[config.mk]
export PLATFORM = sky130hd
export DESIGN_NAME = uart_tx_arbiter
export DESIGN_NICKNAME = d
export VERILOG_FILES = /design/src/rtl/uart_tx_arbiter.sv
export SDC_FILE = /design/constraint.sdc
export NUM_CORES = 1
export LEC_CHECK = 0
export CAP_MARGIN = 15
export CORE_AREA = 2 2 72 74
export DETAILED_ROUTE_END_ITERATION = 7
export DIE_AREA = 0 0 74 76
export GPL_TIMING_DRIVEN = 0
export PLACE_DENSITY = 0.75
export SLEW_MARGIN = 10
export SYNTH_ARGS = -nofsm -noshare
export SYNTH_HDL_FRONTEND = slang
export SYNTH_SLANG_ARGS = --single-unit
[constraint.sdc]
create_clock -name clk -period 2 [get_ports clk]
set_clock_uncertainty 0.1 [all_clocks]
set_input_delay 0.4 -clock clk [delete_from_list [all_inputs] [get_ports clk]]
set_output_delay 0.4 -clock clk [all_outputs]
set_load 0.005 [all_outputs]
[src/rtl/uart_tx_arbiter.sv]
// Round-robin, packet-atomic arbiter sharing one UART transmitter between NUM_REQ byte streams.
// A grant is held from the first byte until the packet's last byte or MAX_PKT bytes have been sent.
module uart_tx_arbiter #(
  parameter int NUM_REQ      = 4,
  parameter int MAX_PKT      = 64,
  parameter int BUSY_TIMEOUT = 16,
  localparam int ID_W        = $clog2(NUM_REQ)
) (
  input  logic                 clk,
  input  logic                 reset,
  input  logic [NUM_REQ-1:0]   req_valid,
  input  logic [8*NUM_REQ-1:0] req_data,
  input  logic [NUM_REQ-1:0]   req_last,
  output logic [NUM_REQ-1:0]   req_ready,
  output logic                 tx_start,
  output logic [7:0]           tx_data,
  input  logic                 tx_busy,
  output logic [ID_W-1:0]      grant_id,
  output logic                 active,
  output logic [1:0]           state_dbg
);

  localparam int TO_W = $clog2(BUSY_TIMEOUT + 1);

  localparam logic [1:0] S_IDLE    = 2'd0;
  localparam logic [1:0] S_ISSUE   = 2'd1;
  localparam logic [1:0] S_WAIT_HI = 2'd2;
  localparam logic [1:0] S_WAIT_LO = 2'd3;

  logic [1:0]      state_q, state_d;
  logic [ID_W-1:0] ptr_q, ptr_d;
  logic [ID_W-1:0] grant_q, grant_d;
  logic            active_q, active_d;
  logic [7:0]      cnt_q, cnt_d;
  logic [TO_W-1:0] to_q, to_d;
  logic            last_q, last_d;
  logic            tx_start_q, tx_start_d;
  logic [7:0]      tx_data_q, tx_data_d;
  logic [ID_W-1:0] winner;
  int              idx;

  // Handshake: a byte moves when req_valid[i] and req_ready[i] are both high at a rising
  // edge; req_valid must then hold (with stable data/last) until that edge occurs.
  always_comb begin
    state_d    = state_q;
    ptr_d      = ptr_q;
    grant_d    = grant_q;
    active_d   = active_q;
    cnt_d      = cnt_q;
    to_d       = to_q;
    last_d     = last_q;
    tx_start_d = 1'b0;
    tx_data_d  = tx_data_q;
    req_ready  = '0;
    winner     = ptr_q;
    idx        = 0;

    // Scan downward so the requester closest above the pointer is assigned last and wins.
    for (int i = NUM_REQ - 1; i >= 0; i--) begin
      idx = int'(ptr_q) + i;
      if (idx >= NUM_REQ) idx = idx - NUM_REQ;
      if (req_valid[ID_W'(idx)]) winner = ID_W'(idx);
    end

    case (state_q)
      S_IDLE: begin
        if ((|req_valid) && !tx_busy) begin
          grant_d  = winner;
          active_d = 1'b1;
          cnt_d    = '0;
          state_d  = S_ISSUE;
        end
      end
      S_ISSUE: begin
        if (req_valid[grant_q] && !tx_busy) begin
          req_ready[grant_q] = 1'b1;
          tx_start_d         = 1'b1;
          tx_data_d          = req_data[{grant_q, 3'b000} +: 8];
          last_d             = req_last[grant_q];
          cnt_d              = cnt_q + 8'd1;
          to_d               = '0;
          state_d            = S_WAIT_HI;
        end
      end
      S_WAIT_HI: begin
        // The count includes the tx_start cycle itself.
        to_d = to_q + TO_W'(1);
        if (tx_busy || (to_q == TO_W'(BUSY_TIMEOUT - 1))) state_d = S_WAIT_LO;
      end
      default: begin
        if (!tx_busy) begin
          if (last_q || (cnt_q == 8'(MAX_PKT))) begin
            active_d = 1'b0;
            ptr_d    = (grant_q == ID_W'(NUM_REQ - 1)) ? '0 : grant_q + 1'b1;
            state_d  = S_IDLE;
          end else begin
            state_d = S_ISSUE;
          end
        end
      end
    endcase
  end

  always_ff @(posedge clk) begin
    if (reset) begin
      state_q    <= S_IDLE;
      ptr_q      <= '0;
      grant_q    <= '0;
      active_q   <= 1'b0;
      cnt_q      <= '0;
      to_q       <= '0;
      last_q     <= 1'b0;
      tx_start_q <= 1'b0;
      tx_data_q  <= '0;
    end else begin
      state_q    <= state_d;
      ptr_q      <= ptr_d;
      grant_q    <= grant_d;
      active_q   <= active_d;
      cnt_q      <= cnt_d;
      to_q       <= to_d;
      last_q     <= last_d;
      tx_start_q <= tx_start_d;
      tx_data_q  <= tx_data_d;
    end
  end

  assign tx_start  = tx_start_q;
  assign tx_data   = tx_data_q;
  assign grant_id  = grant_q;
  assign active    = active_q;
  assign state_dbg = state_q;

endmodule

==> results by group <==
Floorplan
  • Die area: 0.00562 mm^2
  • Die W: between 70 and 80 um
  • Row count: 26
  • Core Box Area: 0.00491 mm^2
  • I/O pin cnt: 61
  • Die height: 76 um
  • Starting Density: about two fifths

Place
  • Final HPWL from detailed placement: about 4.3 mm
  • IO Port Bufs: 59
  • RePlAce Congestion: 0.855

Synth
  • Post-synthesis sequential area ratio: 29.8%
  • Syn Inst Count: between 200 and 250
  • Top cells by area, synth: dfxtp_1 (30%), mux4_2 (10%), ha_1 (8.1%)
  • Synth area leader: dfxtp_1
  • Dominant synthesized flop cell: dfxtp_1
  • Cell Area, Synth: 0.00201 mm^2
  • Synth Area per Inst: 8.87 um^2
  • Async set or reset register ratio after synthesis: 0%
  • Post-synth EDFFs: 0
  • Syn Nets: 283
  • Synth cell types: 40
  • Yosys warns: 0
  • #FFs+latches synth: 30
  • Post-synth top area share: about 30%

Layout
  • Multi-input logic area: 0.00138 mm^2
  • Final Net Count: 358
  • Most common cell after layout, fill and taps aside: clkdlybuf4s50_1
  • Register area: between 600 and 700 um^2
  • FILL cells: approximately 420
  • Antenna cells: 0
  • Most frequent cells in the layout: clkdlybuf4s50_1 (50), dfxtp_1 (26), a21oi_1 (23)
  • Area grow syn2layout: 46.8%
  • Layout cells sized above 1: between 20 and 25%

Timing
  • RSZ-0062 raised after global routing: yes
  • Period utilisation layout: 111%
  • Slew Limit Fails: 0
  • Final hold slack: 0.369 ns
  • Final setup viols: 5
  • Worst-Margin Slew: 0.607 ns
  • Min Tclk post-route: 2.23 ns
  • Final worst slack: -0.229 ns
  • Max_slew headroom: between 50% and 60%
  • Hold Violations, Final: 0
  • Post-route setup TNS: -0.953 ns
  • Peak Freq: about 0.45 GHz

Power and ir drop
  • Combinational power share: 52.2%
  • Maximum VDD drop: 504 uV
  • Switching pwr: 1.02 mW
  • P_int: 1.61 mW
  • Total power: 2.63 mW
  • Leakage Power: 1.07 nW
  • Pwr dens: ~890 mW/mm^2
  • Clock Power Share: about a fifth
  • Switching Fraction: 38.9%
  • Seq pwr share: 28.4%

Clock tree
  • Post-CTS Hold Buffers: 0
  • CTS max path bufs: 2
  • Clock latency on the worst-skew pair: 0.29 ns
  • Num CTS Buffers: 5
  • Clk sink count: 30
  • CTS tree: yes
  • Htree depth: 2
  • Root buffer cell: clkbuf_8
  • Clock-pin slew on the worst setup and hold paths: 0.06 ns

Worst setup path
  • Critical Setup Path Class: primary input to output port
  • Crit path required time: 1.50 ns
  • CP delay by family, top: simple AND/OR/NAND/NOR gates
  • Worst-path cell with the longest stage delay: or4_4
  • Crit path launch type: primary input
  • Setup crit end kind: output port
  • CP Cell Sequence: buf_8 > or4_4 > a21boi_4 > buf_6 > nor3_4 > and2_1 > buf_2
  • Worst EP arrival: 1.73 ns
  • Buf+Inv Stages, Crit Path: 3
  • Worst-path fanout max: 4
  • Slowest cell delay on critical path: 0.55 ns

Run status
  • Failing checks: negative setup slack
  • Outcome: finished, violations left

Route
  • WL per Instance: 15.6 um
  • Vias/cell: roughly 5.6
  • Final wirelength: between 5 and 6 mm
  • Antenna Violating Nets Remaining: 0
  • Vias: 2084
  • Residual DRC: 0
  • DRT Pass-1 Iters: 4
  • 1st-iter DRT viols: 122

Global route
  • GRT Residual Overflow: 0
  • Total track usage: 22.1%
  • First-pass GRT wire length: 9.86 mm
  • Initial antenna violation count: 0
  • Largest net degree at the start of global routing: 11
  • Vias in the first global route: 2013

Flow run
  • MaxCap Viol Count: 0

Hold path
  • HP Class: register to register
==> path summary, 6_finish.rpt <==
check	startpoint	end	slack (ns)	cells past startpoint
hold reg to reg	tx_data[2]	tx_data[2]	0.37	2
hold / removal	tx_data[2]	tx_data[2]	0.37	2
setup / recovery	req_valid[3]	req_ready[1]	-0.23	7
setup reg to reg	state_dbg[1]	state_dbg[0]	-0.09	6
==> stage by stage <==
stage          std cells  util, %  setup slack (ns)  cell area [um^2]
2_1_floorplan        227        -           -0.0172              2020
3_3_place_gp         356     54.9             -1.16              2700
3_5_place_dp         356     54.9             -1.16              2700
4_1_cts              372     59.3            -0.205              2910
5_1_grt              373     60.2            -0.272              2960
6_report             373     60.2            -0.229              2960
==> layer usage <==
metal | GRT usage, % | part of all wire [%] | vias up | wire (um)
met5 | 0 | 0 | - | 0
met1 | 30.9 | 45 | 995 | 2610
met2 | 33.6 | 49 | 57 | 2880
met3 | 3.84 | 3.6 | 13 | 212
li1 | - | - | 1019 | -
met4 | 8.18 | 2.0 | 0 | 119
==> kinds of logic after synthesis <==
kind of cell	Yosys count	synth area share [%]
flip-flops	30	29.8
multiplexers	16	13.6
adder cells (fa/ha/maj)	13	8.07
AO/OA/AOI/OAI	64	20.9
AND/OR/NAND/NOR	76	21.7
buffers and inverters	28	5.90
==> worst reg2reg max path: cells and delay by family (launching register included) <==
| kind | cells | cell delay [ns] |
|---|---|---|
| buf+inv | 2 | 0.29 |
| simple gates | 2 | 0.59 |
| mux | 1 | 0.40 |
| fa+ha+maj | 1 | 0.25 |
| flops | 1 | 0.34 |
==> sequential cells by signal (all words and copies together) (netlist names) <==
signal and cells:
last_q 1, tx_start 1, grant_id 2, cnt_q 8, ptr_q 2, tx_data 8
to_q 5, active 1, state_dbg 2
==> layout make-up <==
class | count | share of cell area, %
multi-input cells | 169 | 46.7
repair buffers | 70 | 22.0
flip-flops and latches | 30 | 20.8
well taps | 70 | 2.96
clock buffers | 7 | 2.92
plain buffers | 14 | 2.83
inverters | 12 | 1.61
clock inverters | 1 | 0.169
==> repair_timing <==
action                                  4_1_cts  5_1_grt
setup buffers                                10        1
endpoints found under the setup margin       29       16
pin swaps                                     9        6
endpoints found under the hold margin         0        0
gates resized for setup                      68       10
==> power groups by stage <==
stage / Sequential [mW] / Clock (mW) / Combinational [mW]
finish: 0.748 / 0.508 / 1.37
CTS: 0.740 / 0.520 / 1.33
global route: 0.757 / 0.540 / 1.49
floorplan: 0.749 / 0 / 0.708
detailed placement: 0.759 / 0 / 1.14
global placement: 0.755 / 0 / 1.12
==> Yosys cell counts (2+ instances only) <==
| cell type | count |
|---|---|
| dfxtp_1 | 30 |
| a21oi_1 | 24 |
| nand4_1 | 16 |
| o31ai_1 | 15 |
| ha_1 | 13 |
| nand2_1 | 13 |
| clkbuf_1 | 12 |
| inv_1 | 12 |
| o21ai_0 | 10 |
| mux4_2 | 9 |
| nor3_1 | 8 |
| mux2i_1 | 6 |
| nand2b_1 | 6 |
| or4_1 | 6 |
| and2_1 | 5 |
| nor2b_1 | 5 |
| nor4_1 | 5 |
| a21boi_1 | 3 |
| nand3_1 | 3 |
| nor2_1 | 3 |
| and3_1 | 2 |
| buf_2 | 2 |
| o21bai_1 | 2 |
Note: power is estimated with default switching activity, not from simulation.
